===== src/rtl/mem_port_arbiter.sv =====
// mem_port_arbiter: shares one single-ported memory between the instruction
// fetch port and the data port of the pipeline.
//
// Ports
//   clk, reset                  rising-edge clock, synchronous active-low reset
//   if_req/if_addr              fetch request, held until if_ready
//   if_rdata/if_ready           fetched word and one-cycle completion pulse
//   d_req/d_we/d_be/d_addr/d_wdata  data request fields, held until d_ready
//   d_rdata/d_ready             load data and one-cycle completion pulse
//   stall_f/stall_m             combinational stall flags for the hazard unit
//   mem_req/mem_we/mem_be/mem_addr/mem_wdata  memory request, held until mem_ack
//   mem_ack/mem_rdata           memory completion and read data
//   bus_err                     sticky timeout flag, cleared only by reset
module mem_port_arbiter #(
  parameter int unsigned AW             = 32,
  parameter int unsigned DW             = 32,
  parameter int unsigned MAX_DATA_BURST = 4,
  parameter int unsigned TIMEOUT        = 255
) (
  input  logic            clk,
  input  logic            reset,
  input  logic            if_req,
  input  logic [AW-1:0]   if_addr,
  output logic [DW-1:0]   if_rdata,
  output logic            if_ready,
  input  logic            d_req,
  input  logic            d_we,
  input  logic [DW/8-1:0] d_be,
  input  logic [AW-1:0]   d_addr,
  input  logic [DW-1:0]   d_wdata,
  output logic [DW-1:0]   d_rdata,
  output logic            d_ready,
  output logic            stall_f,
  output logic            stall_m,
  output logic            mem_req,
  output logic            mem_we,
  output logic [DW/8-1:0] mem_be,
  output logic [AW-1:0]   mem_addr,
  output logic [DW-1:0]   mem_wdata,
  input  logic            mem_ack,
  input  logic [DW-1:0]   mem_rdata,
  output logic            bus_err
);

  localparam int unsigned TW = (TIMEOUT < 1) ? 1 : $clog2(TIMEOUT + 1);
  localparam int unsigned SW = (MAX_DATA_BURST < 1) ? 1 : $clog2(MAX_DATA_BURST + 1);

  typedef enum logic [1:0] {
    IDLE  = 2'd0,
    FETCH = 2'd1,
    DATA  = 2'd2,
    RESP  = 2'd3
  } state_t;

  state_t        state;
  logic [TW-1:0] tmo_cnt;
  logic [SW-1:0] streak;
  logic          data_win_c;

  // Stall flags track the live request against this cycle's completion pulse.
  assign stall_f = if_req & ~if_ready;
  assign stall_m = d_req & ~d_ready;

  // Data wins a contested IDLE cycle unless it has already starved fetch for
  // MAX_DATA_BURST consecutive grants.
  assign data_win_c = d_req & (~if_req | (streak != SW'(MAX_DATA_BURST)));

  // Arbiter FSM with registered memory handshake and port responses.
  always_ff @(posedge clk) begin
    if (!reset) begin
      state     <= IDLE;
      tmo_cnt   <= '0;
      streak    <= '0;
      if_rdata  <= '0;
      if_ready  <= 1'b0;
      d_rdata   <= '0;
      d_ready   <= 1'b0;
      mem_req   <= 1'b0;
      mem_we    <= 1'b0;
      mem_be    <= '0;
      mem_addr  <= '0;
      mem_wdata <= '0;
      bus_err   <= 1'b0;
    end else begin
      if_ready <= 1'b0;
      d_ready  <= 1'b0;
      case (state)
        IDLE: begin
          tmo_cnt <= '0;
          if (data_win_c) begin
            state     <= DATA;
            mem_req   <= 1'b1;
            mem_we    <= d_we;
            mem_be    <= d_be;
            mem_addr  <= d_addr;
            mem_wdata <= d_wdata;
            // Only grants that keep a pending fetch waiting count toward the streak.
            if (if_req) streak <= streak + 1'b1;
            else        streak <= '0;
          end else if (if_req) begin
            state     <= FETCH;
            mem_req   <= 1'b1;
            mem_we    <= 1'b0;
            mem_be    <= '1;
            mem_addr  <= if_addr;
            mem_wdata <= '0;
            streak    <= '0;
          end else begin
            streak <= '0;
          end
        end

        FETCH, DATA: begin
          if (mem_ack) begin
            state   <= RESP;
            mem_req <= 1'b0;
            if (state == FETCH) begin
              if_ready <= 1'b1;
              if_rdata <= mem_rdata;
            end else begin
              d_ready <= 1'b1;
              d_rdata <= mem_we ? '0 : mem_rdata;
            end
          end else if (tmo_cnt == TW'(TIMEOUT - 1)) begin
            // Abort: still complete the port so the pipeline never deadlocks.
            state   <= RESP;
            mem_req <= 1'b0;
            bus_err <= 1'b1;
            if (state == FETCH) begin
              if_ready <= 1'b1;
              if_rdata <= '0;
            end else begin
              d_ready <= 1'b1;
              d_rdata <= '0;
            end
          end else begin
            tmo_cnt <= tmo_cnt + 1'b1;
          end
        end

        RESP: state <= IDLE;

        default: state <= IDLE;
      endcase
    end
  end

endmodule


===== config.mk =====
export PLATFORM = sky130hd
export DESIGN_NAME = mem_port_arbiter
export DESIGN_NICKNAME = d
export VERILOG_FILES = /design/src/rtl/mem_port_arbiter.sv
export SDC_FILE = /design/constraint.sdc
export NUM_CORES = 1
export LEC_CHECK = 0
export ABC_AREA = 0
export BUFFER_PORTS_ARGS = -buffer_cell sky130_fd_sc_hd__buf_2
export CAP_MARGIN = 10
export CORE_MARGIN = 4
export CORE_UTILIZATION = 49
export DETAILED_ROUTE_END_ITERATION = 7
export PLACE_DENSITY = 0.81
export RECOVER_POWER = 100
export SLEW_MARGIN = 20
export SYNTH_ARGS = -nofsm -noshare
export SYNTH_HDL_FRONTEND = slang
export SYNTH_SLANG_ARGS = --single-unit

===== constraint.sdc =====
create_clock -name clk -period 2.75 [get_ports clk]
set_clock_uncertainty 0.05 [all_clocks]
set_input_delay 0.275 -clock clk [delete_from_list [all_inputs] [get_ports clk]]
set_output_delay 0.275 -clock clk [all_outputs]
set_load 0.02 [all_outputs]

==> flow_summary.yaml, run 1 <==
sta:
  relSlewSlack: 0.303
  maxClockFrequency_ghz: 0.427
  final_hold_viol_count: 0
  timing_max_transition_violations_final: 0
  timing.setup.tns_ns: 0
  final_critical_path_setup_slack_ns: 0.410
  report.final.setup_viol: 0
  timing.final.crit_share: 0.851
  grt_setup_unrepaired: "no"
  worstMarginPinSlew_ns: 1.05
  final_period_minus_worst_setup_slack_ns: 2.34
cells_and_area:
  syn_to_final_growth_pct: 30.2
  final_design_area_no_fill_um2: 7380
  num-nets-final: 1006
  total_area_of_multi_input_combinational_cells_um2: 2320
  diodes: 0
  layout_common_cells: "dfxtp_1, clkbuf_1, buf_2"
  layout.core_utilization: 0.666
  filler_cell_count: 954
  register_area_um2: 3000
  most_frequent_standard_cell_in_the_layout_excluding_fill_and_tap_cells: "dfxtp_1"
  layout_cell_share_with_drive_strength_beyond_1: 0.208
clocking:
  cts_tree: "done"
  clk_path_buf_depth: 2
  clockRootBuffer: "clkbuf_16"
  post_cts.resized_instances: 0
  cts_hold_buffers: 0
  post_cts.repair.setup_buffers: 0
  worst_setup_hold_path_clk_slew_ns: 0.06
  cts_num_sinks: 150
  clk-insertion-delay-late_ns: 0.41
  clock_tree.htree_level_count: 4
  cts_buffers: 17
grt:
  antenna_found_initial: 0
  grt_max_degree: 102
  gr-total-overflow: 0
  via_count_of_the_first_global_routing_pass: 5373
  grt_pass1_wl_um: 25600
  global_route.usage.total: 0.237
setup_path:
  timing.rr.end: "if_rdata[25]"
  startpoint_of_the_worst_slack_reg_to_reg_timing_path: "state[0]"
  reg2reg_slack_ns: 0.41
  worst-setup-path-type: "flop to flop"
  crit_start: "state[0]"
  required_time_worst_endpoint_ns: 3.05
  worst_setup_path_start_kind: "flop"
  critical_path_capture_point_type: "flop"
  crit_fanout: 32
  arrival_ns: 2.64
  rr_worst_depth: 6
  endpoint: "if_rdata[25]"
routing:
  num_vias: 5611
  detail_route_antenna_nets: 0
  vias_per_cell: 5.54
  route.detailed.drc: 0
  drtPass1Iterations: 6
  dr.first_iter.drc_count: 507
  drt-total-wl_um: 16600
  routed_length_per_instance_um: 16.4
run:
  max-cap-violations: 0
min_path:
  worstHoldPathType: "input port to flop"
placement:
  io_buffers: 276
  place_worst_setup_slack_ns: 0.481
  dpl.hpwl_um: 11900
  routability_driven_placement_congestion_ratio: 0.874
  postPlaceCellArea_um2: 7030
floorplan:
  fp.coreArea_um2: 11100
  rows: 38
  start_util: 0.511
  die_width_um: 116
  floorplan.die_area_um2: 13300
  top_level_ports: 277
  die_y_um: 116
synth:
  synth_area_um2: 5660
  ys_async_sr_fraction: 0
  synthCells: 606
  synth_cell_type_count: 44
  seq_area_frac_synth: 0.530
  synthesis.area_per_instance_um2: 9.35
  synth-seq-cells: 150
  synth-warning-count: 0
  post_synth_edffs: 0
  leading_register_cell_type_out_of_synthesis: "dfxtp_1"
  synth_nets: 752
power_and_ir_drop:
  vdd.ir_drop.worst_mv: 0.651
  power_dens_cells_nw_per_um2: 979
  static_leak_uw: 0.00304
status:
  run_status: "complete, no violations"
[synth_stat cells (all sizes together) (2+ instances only)]
library cell    n  share of area
a21boi          4         0.0073
a21oi          39          0.036
a22o           64          0.099
a31oi          35          0.039
and3            2         0.0022
buf            37          0.044
clkbuf         13         0.0086
dfxtp         150           0.53
ha              8          0.018
inv            10         0.0066
mux2i           2         0.0035
nand2         113          0.075
nand2b          2         0.0022
nand3          35          0.031
nand4           4         0.0066
nor2           11         0.0073
nor2b           5         0.0055
nor3            9         0.0080
o21a            3         0.0040
o21ai          42          0.039
o22ai           2         0.0022
o31ai           3         0.0040
[report_power, final]
part           internal [uW]  switching [uW]  leakage, uW
clock                   1260             893     0.000270
combinational            671            1550      0.00155
sequential              2610             245      0.00122
total                   4540            2690      0.00304
[state kept, by name, indices dropped and copies added (netlist names), 2 cells and up]
name	flops
d_rdata	32
mem_be	4
if_rdata	32
streak	3
tmo_cnt	8
mem_wdata	32
mem_addr	32
state	2
[worst min path at each step]
stage	from	to	slack, ns	depth (start not counted)
detailed placement	mem_wdata[0]	mem_wdata[0]	0.40	2
finish	mem_rdata[23]	if_rdata[23]	0.05	2
floorplan	mem_rdata[10]	d_rdata[10]	0.36	1
global route	mem_rdata[27]	if_rdata[27]	0.03	2
global placement	mem_wdata[21]	mem_wdata[21]	0.39	2
CTS	mem_rdata[23]	if_rdata[23]	0.03	2
[worst max-delay path, stage by stage, from the launching register on]
cell and delay (ns):
dfxtp_1 0.40, inv_1 0.09, ha_1 0.43, nand4_1 0.23, o21ai_4 0.13, a21oi_4 0.70
a22o_1 0.24
[metrics by stage]
step	total power [uW]	std cells	hold WS [ns]
after floorplan	4490	606	0.358
after global placement	5160	981	0.385
after detailed placement	5240	981	0.395
after CTS	7410	1013	0.0280
after global routing	7600	1013	0.0345
final	7220	1013	0.0476
[per-layer routing]
layer / vias up / wire length (um) / share of wire / GRT usage
met2: 275 / 8020 / 0.48 / 0.390
met3: 36 / 1770 / 0.11 / 0.0836
met5: - / 0 / 0 / 0
met4: 0 / 419 / 0.025 / 0.107
met1: 2631 / 6420 / 0.39 / 0.278
li1: 2669 / - / - / -
[cells by family after synthesis]
group,Yosys count,synth area share
flops,150,0.530
fa+ha+maj,8,0.0177
buf+inv,60,0.0592
simple gates,188,0.150
compound gates,198,0.239
mux,2,0.00353
[layout make-up]
cell class              instances  area share
clock inverters                12      0.0159
flip-flops and latches        150       0.407
inverters                      10     0.00509
multi-input cells             396       0.314
well taps                     140      0.0237
clock buffers                  20      0.0592
repair buffers                285       0.175
Note: power is estimated with default switching activity, not from simulation.
==> run 2: changes to the inputs <==
- CELL_PAD_IN_SITES_DETAIL_PLACEMENT: unset -> 1
- CELL_PAD_IN_SITES_GLOBAL_PLACEMENT: unset -> 2
- CORE_UTILIZATION: 49 -> 28
- PLACE_DENSITY: 0.81 -> 0.83
==> run 2 against run 1 <==
Non-clock buffer count increased by 1. Sequential cell count did not move. Largest cell class unchanged. Total power up 4.7%. Largest power group unchanged. Cell count rose by 13%. Core utilization shrank 28 points. Register-to-register slack worse by 0.04 ns.
==> flow_summary.yaml, run 2 (synthesis results as in run 1) <==
clocking:
  clk_path_buf_depth: 2
  clock_tree.htree_level_count: 4
  cts_buffers: 17
  clockRootBuffer: "clkbuf_16"
  post_cts.repair.setup_buffers: 0
  post_cts.resized_instances: 0
  clk-insertion-delay-late_ns: 0.41
  worst_setup_hold_path_clk_slew_ns: 0.07
  cts_num_sinks: 150
  cts_hold_buffers: 0
  cts_tree: "done"
placement:
  io_buffers: 276
  dpl.hpwl_um: 14100
  routability_driven_placement_congestion_ratio: 0.794
floorplan:
  rows: 51
  start_util: 0.288
  fp.coreArea_um2: 19700
  die_y_um: 150
  top_level_ports: 277
  die_width_um: 150
  floorplan.die_area_um2: 22600
routing:
  num_vias: 5533
  drtPass1Iterations: 4
  route.detailed.drc: 0
  routed_length_per_instance_um: 17.5
  met2_length_um: 8730
  met3_length_um: 2260
  dr.first_iter.drc_count: 164
  highest-signal-layer: "met5"
  wl_met1_um: 8710
  vias_per_cell: 4.85
  drt-total-wl_um: 20000
  detail_route_antenna_nets: 0
grt:
  grt_max_degree: 73
  gr-total-overflow: 0
  via_count_of_the_first_global_routing_pass: 5606
  antenna_found_initial: 5
  global_route.usage.total: 0.172
  grt_pass1_wl_um: 30800
setup_path:
  worst-setup-path-type: "flop to flop"
  startpoint_of_the_worst_slack_reg_to_reg_timing_path: "state[0]"
  reg2reg_slack_ns: 0.37
  required_time_worst_endpoint_ns: 3.06
  arrival_ns: 2.68
  critical_path_capture_point_type: "flop"
  timing.rr.end: "if_rdata[5]"
  rr_worst_depth: 6
  crit_fanout: 32
  worst_setup_path_start_kind: "flop"
cells_and_area:
  layout_common_cells: "dfxtp_1, clkbuf_1, buf_2"
  most_frequent_standard_cell_in_the_layout_excluding_fill_and_tap_cells: "dfxtp_1"
  layout_cell_share_with_drive_strength_beyond_1: 0.214
  syn_to_final_growth_pct: 34.8
  num-nets-final: 1007
sta:
  relSlewSlack: 0.260
  final_hold_viol_count: 0
  maxClockFrequency_ghz: 0.420
  report.final.setup_viol: 0
  worstMarginPinSlew_ns: 1.11
  timing_max_transition_violations_final: 0
  whs_ns: 0.0413
  timing.setup.tns_ns: 0
  timing.final.crit_share: 0.865
  final_period_minus_worst_setup_slack_ns: 2.38
  grt_setup_unrepaired: "no"
status:
  run_status: "complete, no violations"
power_and_ir_drop:
  static_leak_uw: 0.00309
  power_dens_cells_nw_per_um2: 990
  vdd.ir_drop.worst_mv: 0.358
run:
  max-cap-violations: 0
min_path:
  hold_path_depth: 2
  min_to: "if_rdata[17]"
  worstHoldPathType: "input port to flop"
  hold_start: "mem_rdata[17]"
-- run 2: power by group --
part / internal, uW / total [uW] / switching [uW]
combinational: 739 / 2370 / 1630
sequential: 2600 / 2850 / 243
clock: 1360 / 2350 / 987
total: 4700 / 7560 / 2860
-- run 2: routing by layer --
metal  vias to the layer above  GRT usage
met2                       233      0.273
met3                        22     0.0828
met4                         8     0.0471
met1                      2587      0.210
li1                       2683          -
met5                         -          0
-- run 2: per-stage QoR --
step / instances / worst slack, ns / total power, uW / util / area [um2]
global placement: 1106 / 0.482 / 5310 / 0.367 / 7210
global route: 1139 / 0.138 / 8030 / 0.388 / 7630
CTS: 1138 / 0.327 / 7750 / 0.397 / 7800
detailed placement: 1106 / 0.372 / 5350 / 0.367 / 7210
finish: 1140 / 0.372 / 7560 / 0.389 / 7640
floorplan: 606 / 0.962 / 4490 / - / 5660
-- run 2: area by class of cell --
cell class	instances	area (um2)
fill	2439	12000
sequential	150	3000
multi-input combinational	396	2330
timing repair buffer	286	1340
clock buffer	17	425
tap	265	332
clock inverter	15	169
inverter	10	37.5
antenna	1	2.50
-- run 2: critical path, stage by stage (launching register included) --
cell and delay (ns):
dfxtp_1 0.40, inv_1 0.09, ha_1 0.44, nand4_1 0.21
o21ai_4 0.12, a21oi_4 0.75, a22o_1 0.25
-- run 2: worst max path at each step --
stage | slack (ns) | cells after the start | end | start
6_report | 0.37 | 6 | if_rdata[5] | state[0]
5_1_grt | 0.14 | 6 | if_rdata[3] | state[0]
4_1_cts | 0.33 | 6 | if_rdata[5] | state[0]
3_5_place_dp | 0.37 | 6 | d_rdata[7] | state[0]
3_3_place_gp | 0.48 | 6 | if_rdata[13] | state[0]
2_1_floorplan | 0.96 | 8 | if_rdata[0] | state[0]
